## config.mk

```make
export PLATFORM = sky130hd
export DESIGN_NAME = layer1_out_pipe_flat
export DESIGN_NICKNAME = d
export VERILOG_FILES = /design/src/rtl/layer1_out_pipe_pkg.sv /design/src/rtl/layer1_out_pipe_if.sv /design/src/rtl/layer1_out_pipe_reg.sv /design/src/rtl/layer1_out_pipe.sv /design/src/flat_wrapper.sv
export SDC_FILE = /design/constraint.sdc
export NUM_CORES = 1
export LEC_CHECK = 0
export ABC_AREA = 1
export ABC_CLOCK_PERIOD_IN_PS = 5800
export BUFFER_PORTS_ARGS = -buffer_cell sky130_fd_sc_hd__buf_2
export CAP_MARGIN = 10
export CORE_MARGIN = 8
export CORE_UTILIZATION = 32
export DETAILED_ROUTE_END_ITERATION = 10
export PLACE_DENSITY_LB_ADDON = 0.12
export SYNTH_ARGS = -nofsm -noshare
export SYNTH_HDL_FRONTEND = slang
export SYNTH_HIERARCHICAL = 1
export SYNTH_SLANG_ARGS = --single-unit
```

## constraint.sdc

```tcl
create_clock -name clk -period 5.8 [get_ports clk]
set_input_delay 0.29 -clock clk [delete_from_list [all_inputs] [get_ports clk]]
set_output_delay 0.29 -clock clk [all_outputs]
set_load 0.05 [all_outputs]
```

## src/rtl/layer1_out_pipe_pkg.sv

```systemverilog
// Shared types and default widths for the layer-1 output pipeline stage.
package logicnets_pipe_pkg;

  // Occupancy of the two-entry skid buffer.
  typedef enum logic [1:0] {
    EMPTY = 2'd0,
    ONE   = 2'd1,
    FULL  = 2'd2
  } pipe_state_t;

  localparam int STAT_W    = 16;
  localparam int DEF_IN_W  = 64;
  localparam int DEF_TAG_W = 8;

endpackage

```

## src/rtl/layer1_out_pipe_if.sv

```systemverilog
// Valid/ready bundle between layer-1 neurons, the output stage and layer 2.
// slave: the pipeline stage side; master: the surrounding producer/consumer side.
interface layer1_out_pipe_if #(
  parameter int IN_W  = 64,
  parameter int TAG_W = 8
);
  logic             s_valid;
  logic             s_ready;
  logic [IN_W-1:0]  s_data;
  logic             m_valid;
  logic             m_ready;
  logic [IN_W-1:0]  m_data;
  logic [TAG_W-1:0] m_tag;

  modport slave (
    input  s_valid, s_data, m_ready,
    output s_ready, m_valid, m_data, m_tag
  );

  modport master (
    output s_valid, s_data, m_ready,
    input  s_ready, m_valid, m_data, m_tag
  );
endinterface

```

## src/rtl/layer1_out_pipe_reg.sv

```systemverilog
// Enable register holding one {data, tag} word; used for the main and skid slots.
module layer_pipe_reg #(
  parameter int W = 72
) (
  input  logic         clk,
  input  logic         rst,
  input  logic         en,
  input  logic [W-1:0] d,
  output logic [W-1:0] q
);

  // Load only on enable so unaccepted input never reaches the held word.
  always_ff @(posedge clk or posedge rst) begin
    if (rst)     q <= '0;
    else if (en) q <= d;
  end

endmodule

```

## src/rtl/layer1_out_pipe.sv

```systemverilog
// Two-entry skid buffer after the layer-1 LUT neurons. s_ready is a flop, so the
// upstream handshake never sees m_ready combinationally. Every accepted sample is
// tagged with a wrapping sequence number that travels with it.
// Optional: define LAYER_PIPE_STATS_EN to add the saturating stat_stall counter.
module layer1_out_pipe
  import logicnets_pipe_pkg::*;
#(
  parameter int IN_W  = DEF_IN_W,
  parameter int TAG_W = DEF_TAG_W
) (
  input  logic              clk,
  input  logic              rst,
  layer1_out_pipe_if.slave  pif
`ifdef LAYER_PIPE_STATS_EN
  ,
  output logic [STAT_W-1:0] stat_stall
`endif
);

  localparam int W = IN_W + TAG_W;

  pipe_state_t      state_q, state_d;
  logic             s_ready_q;
  logic [TAG_W-1:0] tag_q;
  logic             acc_in, acc_out;
  logic             main_en, main_from_skid, skid_en;
  logic [W-1:0]     in_word, main_d, main_q, skid_q;

  assign acc_in  = pif.s_valid && s_ready_q;
  assign acc_out = (state_q != EMPTY) && pif.m_ready;
  assign in_word = {pif.s_data, tag_q};
  assign main_d  = main_from_skid ? skid_q : in_word;

  // Next occupancy and slot load enables from the two handshakes.
  always_comb begin
    state_d        = state_q;
    main_en        = 1'b0;
    main_from_skid = 1'b0;
    skid_en        = 1'b0;
    unique case (state_q)
      EMPTY: begin
        if (acc_in) begin
          main_en = 1'b1;
          state_d = ONE;
        end
      end
      ONE: begin
        if (acc_in && !acc_out) begin
          skid_en = 1'b1;
          state_d = FULL;
        end else if (acc_in && acc_out) begin
          main_en = 1'b1;
        end else if (acc_out) begin
          state_d = EMPTY;
        end
      end
      FULL: begin
        // s_ready is low here, so nothing new can arrive in the same cycle.
        if (acc_out) begin
          main_en        = 1'b1;
          main_from_skid = 1'b1;
          state_d        = ONE;
        end
      end
      default: state_d = EMPTY;
    endcase
  end

  // Occupancy, registered ready and sequence tag counter.
  always_ff @(posedge clk or posedge rst) begin
    if (rst) begin
      state_q   <= EMPTY;
      s_ready_q <= 1'b1;
      tag_q     <= '0;
    end else begin
      state_q   <= state_d;
      s_ready_q <= (state_d != FULL);
      if (acc_in) tag_q <= tag_q + 1'b1;
    end
  end

  layer_pipe_reg #(.W(W)) u_main (
    .clk (clk),
    .rst (rst),
    .en  (main_en),
    .d   (main_d),
    .q   (main_q)
  );

  layer_pipe_reg #(.W(W)) u_skid (
    .clk (clk),
    .rst (rst),
    .en  (skid_en),
    .d   (in_word),
    .q   (skid_q)
  );

  assign pif.s_ready = s_ready_q;
  assign pif.m_valid = (state_q != EMPTY);
  assign pif.m_data  = main_q[W-1:TAG_W];
  assign pif.m_tag   = main_q[TAG_W-1:0];

`ifdef LAYER_PIPE_STATS_EN
  logic [STAT_W-1:0] stall_q;

  // Count back-pressure cycles, sticking at all-ones instead of wrapping.
  always_ff @(posedge clk or posedge rst) begin
    if (rst)
      stall_q <= '0;
    else if ((state_q != EMPTY) && !pif.m_ready && (stall_q != {STAT_W{1'b1}}))
      stall_q <= stall_q + 1'b1;
  end

  assign stat_stall = stall_q;
`endif

endmodule

```

## src/flat_wrapper.sv

```systemverilog
// flat-port wrapper written by rule: the top's interface ports become plain ports
module layer1_out_pipe_flat import logicnets_pipe_pkg::*;
#(
  parameter int IN_W  = DEF_IN_W,
  parameter int TAG_W = DEF_TAG_W
)
  (clk, rst, pif_s_valid, pif_s_data, pif_m_ready, pif_s_ready, pif_m_valid, pif_m_data, pif_m_tag);
  layer1_out_pipe_if #(.IN_W(IN_W), .TAG_W(TAG_W)) pif_i ();
  input  logic clk;
  input  logic rst;
  input wire logic [$bits(pif_i.s_valid)-1:0] pif_s_valid;
  input wire logic [$bits(pif_i.s_data)-1:0] pif_s_data;
  input wire logic [$bits(pif_i.m_ready)-1:0] pif_m_ready;
  output wire logic [$bits(pif_i.s_ready)-1:0] pif_s_ready;
  output wire logic [$bits(pif_i.m_valid)-1:0] pif_m_valid;
  output wire logic [$bits(pif_i.m_data)-1:0] pif_m_data;
  output wire logic [$bits(pif_i.m_tag)-1:0] pif_m_tag;
  assign pif_i.s_valid = pif_s_valid;
  assign pif_i.s_data = pif_s_data;
  assign pif_i.m_ready = pif_m_ready;
  assign pif_s_ready = pif_i.s_ready;
  assign pif_m_valid = pif_i.m_valid;
  assign pif_m_data = pif_i.m_data;
  assign pif_m_tag = pif_i.m_tag;
  layer1_out_pipe #(.IN_W(IN_W), .TAG_W(TAG_W)) u_core (.clk(clk), .rst(rst), .pif(pif_i));
endmodule
```

==> summary.md <==
| Metric | Value |
|---|---|
| Status | `complete, no violations` |
| Distinct cells, synth | `22` |
| Die W | `165 µm` |
| Grt total ovfl | `0` |
| Area of the die | `~27000 µm²` |
| Vias per inst | `between 4 and 5` |
| Area grow syn2layout | `18.7%` |
| F_max | `between 300 and 400 MHz` |
| Initial Util | `0.325` |
| Met1 WL | `8.84 mm` |
| Pleak | `between 4 and 5 nW` |
| CP cell instances | `nand2_1 > inv_1 > nand2_1 > nand2_1 > nand2_1 > inv_2 > buf_4 > inv_6 > nand2_1 > nand2_1` |
| Ant. Diodes | `0` |
| Worst reg-to-reg path cell count | `10` |
| HPWL after detailed placement | `11.4 mm` |
| Clock Skew | `around 0.012 ns` |
| Die H | `roughly 160 µm` |
| Final core occ | `0.386` |
| WP data required | `just over 6 ns` |
| Yosys reg bits | `approximately 160` |
| Slowest cell on the critical path | `inv_2` |
| CP arrival | `slightly above 3 ns` |
| TritonCTS Buffers | `17` |
| Crit share post-route | `0.478` |
| Worst slew margin | `0.306` |
| Finished layout cell area | `8420 µm²` |
| GRT Util Overall | `0.141` |
| Storage element area | `3880 µm²` |
| Cell Rows | `54` |
| Fin Hold WS | `approximately 0.084 ns` |
| Syn_area_per_cell | `just under 8 µm²` |
| Largest stage delay on the critical path | `~0.60 ns` |
| Maximum vdd drop | `around 0.20 mV` |
| Area occupied by multi-input gates | `2520 µm²` |
| Worst-Skew Late Latency | `around 0.43 ns` |
| Initial DRC count | `around 320` |
| Initial antenna violation count | `0` |
| H-tree depth | `4` |
| Area fraction in and, or, nand and nor cells after synthesis | `0.293` |
| Worst Hold End | `u_core/u_skid/q[66]` |
| Root buf cell | `clkbuf_16` |
| Layout net count | `1100` |
| RR Startpoint | `u_core/pif.s_ready` |
| Setup TNS | `0 ns` |
| # IOs | `roughly 140` |
| Placed Area | `7840 µm²` |
| Capture point of the worst reg-to-reg path | `u_core/u_main/q[65]` |
| Largest family of logic cells by synthesized area | `simple AND/OR/NAND/NOR gates` |
| Most used cell, CP | `nand2_1` |
| CTS Buffer Depth | `2` |
| Kind of critical path | `reg -> reg` |
| Total Wirelength | `around 18 mm` |
| Worst setup EP type | `flop` |
| RSZ-0062 raised after global routing | `no` |
| Met3 WL post-DR | `roughly 900 µm` |
| Met2 WL post-DR | `between 8 and 9 mm` |
| Critical Path Source Type | `flop` |
| Post-synthesis sequential area ratio | `0.547` |
| Final count of negative-setup-slack endpoints | `0` |
| Core area | `around 22000 µm²` |
| Final Hold Vio Count | `0` |
| Clock sinks | `155` |
| Fin crit period | `about 2.8 ns` |
| Synth Instances | `909` |
| Max Slew Vio Count | `0` |
| Syn_nets | `978` |
| MaxCap Viol Count | `0` |
| Post-Synth XOR/XNOR Area | `0.00247` |
| Highest metal used | `met4` |
| Synth warn | `6` |
| TritonRoute pass-1 iters | `5` |
| Wire length per cell | `13.7 µm` |
| Largest net degree at the start of global routing | `96` |
| Worst Tran Pin Value | `about 1.0 ns` |
| CTS tree | `yes` |
| HP Class | `in -> reg` |
| First-pass GRT wire length | `about 30 mm` |
| Compound-gate portion of the synthesized area | `0.0575` |
| DR vias | `about 5.6k` |
| Post-synthesis mux area share | `0` |
| Reg2Reg Setup Slack | `~3.0 ns` |
| PortBufs | `around 140` |
| Adder-cell share of the synthesized area | `0.00176` |
| Worst Path Buf+Inv | `4` |
| DRC viols | `0` |
| Global placer's final weighted congestion | `about 0.73` |
| # resized after CTS | `0` |
| P per Cell Area | `between 500 and 600 nW/µm²` |
| Share of layout cells above drive strength 1 | `0.190` |
| Antenna-violating nets left | `0` |
| Crit Path Max Fanout | `72` |
| Worst-path clk slew | `about 0.07 ns` |
| CP top delay family | `buffers and inverters` |
| Hold path cells | `3` |
| Fill cells | `between 2k and 2.5k` |
| Vias in the first global route | `5497` |
| Cell area after synthesis | `7090 µm²` |
| Hold path start | `pif_s_data[58]` |
[final cells by class]
class	count	share of cell area
multi-input combinational	623	0.299
clock inverter	11	0.0111
tap	280	0.0416
inverter	86	0.0398
timing repair buffer	148	0.0903
sequential	155	0.461
clock buffer	21	0.0571
[registers in the layout, indices dropped and copies added, names as in the netlist]
signal              cells
u_core/u_skid/q        72
u_core/tag_q            8
u_core/state_q          2
u_core/u_main/q        72
u_core/pif.s_ready      1
[cells in the mapped netlist (all sizes together)]
library cell | number | area (µm²)
nand3b | 2 | 15.0
nor2 | 8 | 30.0
dfstp | 1 | 26.3
clkbuf | 8 | 30.0
xor2 | 2 | 17.5
nor3 | 1 | 5.00
a21oi | 5 | 40.0
nand3 | 5 | 37.5
buf | 37 | 334
dfrtp | 154 | 3850
nand2 | 530 | 1990
ha | 1 | 12.5
o21ai | 69 | 368
inv | 86 | 333
[kinds of logic (layout without fill, tap and decap cells)]
logic type,Yosys count,after routing
buf+inv,131,266
simple gates,546,546
flops,155,155
compound gates,74,74
fa+ha+maj,1,1
xor+xnor,2,2
[how the worst max path moves through the flow]
| stage | end | slack, ns | depth (start not counted) | startpoint |
|---|---|---|---|---|
| global route | u_core/u_main/q[70] | 2.70 | 10 | u_core/pif.s_ready |
| detailed placement | u_core/u_main/q[68] | 3.00 | 10 | u_core/pif.s_ready |
| finish | u_core/u_main/q[65] | 3.03 | 10 | u_core/pif.s_ready |
| floorplan | u_core/u_main/q[0] | 3.69 | 1 | rst |
| global placement | u_core/u_main/q[7] | 3.07 | 10 | u_core/pif.s_ready |
| CTS | u_core/u_main/q[4] | 2.98 | 10 | u_core/pif.s_ready |
[worst reg2reg max path: stages (launching register included)]
cell	delay [ns]
dfstp_2	0.54
nand2_1	0.12
inv_1	0.10
nand2_1	0.08
nand2_1	0.08
nand2_1	0.08
inv_2	0.60
buf_4	0.49
inv_6	0.32
nand2_1	0.19
nand2_1	0.05
[report_power, final]
group	internal [mW]	total, mW	switching (mW)
clock network	0.632	1.08	0.451
logic	0.466	2.03	1.56
registers	1.57	1.85	0.273
[per-layer routing]
| metal | vias to the layer above | global-route usage |
|---|---|---|
| li1 | 2973 | - |
| met1 | 2530 | 0.190 |
| met2 | 83 | 0.219 |
| met3 | 14 | 0.0384 |
| met4 | 0 | 0.0369 |
| met5 | - | 0 |
[what timing repair did]
item	in CTS	in global routing
setup endpoints to repair	0	0
buffers inserted	0	0
hold buffers	1	0
endpoints found under the hold margin	10	0
[cells in the final DEF (no fill, tap or decap), types with 4 or more instances in the layout]
| cell type | instances |
|---|---|
| o21ai_2 | 6 |
| dfrtp_1 | 154 |
| a21oi_2 | 4 |
| clkinv_2 | 7 |
| o21ai_1 | 9 |
| nor2_1 | 8 |
| buf_4 | 6 |
| clkinvlp_4 | 4 |
| inv_1 | 80 |
| o21ai_0 | 54 |
| buf_2 | 141 |
| nand3_1 | 4 |
| clkbuf_8 | 4 |
| clkbuf_16 | 17 |
| nand2_1 | 530 |
[through the flow]
step	setup WS (ns)	instances	power [mW]
6_report	3.03	1324	4.96
2_1_floorplan	3.69	909	3.44
4_1_cts	2.98	1324	5.04
3_5_place_dp	3.00	1291	3.94
3_3_place_gp	3.07	1291	3.92
5_1_grt	2.70	1324	5.32
Note: power is estimated with default switching activity, not from simulation.
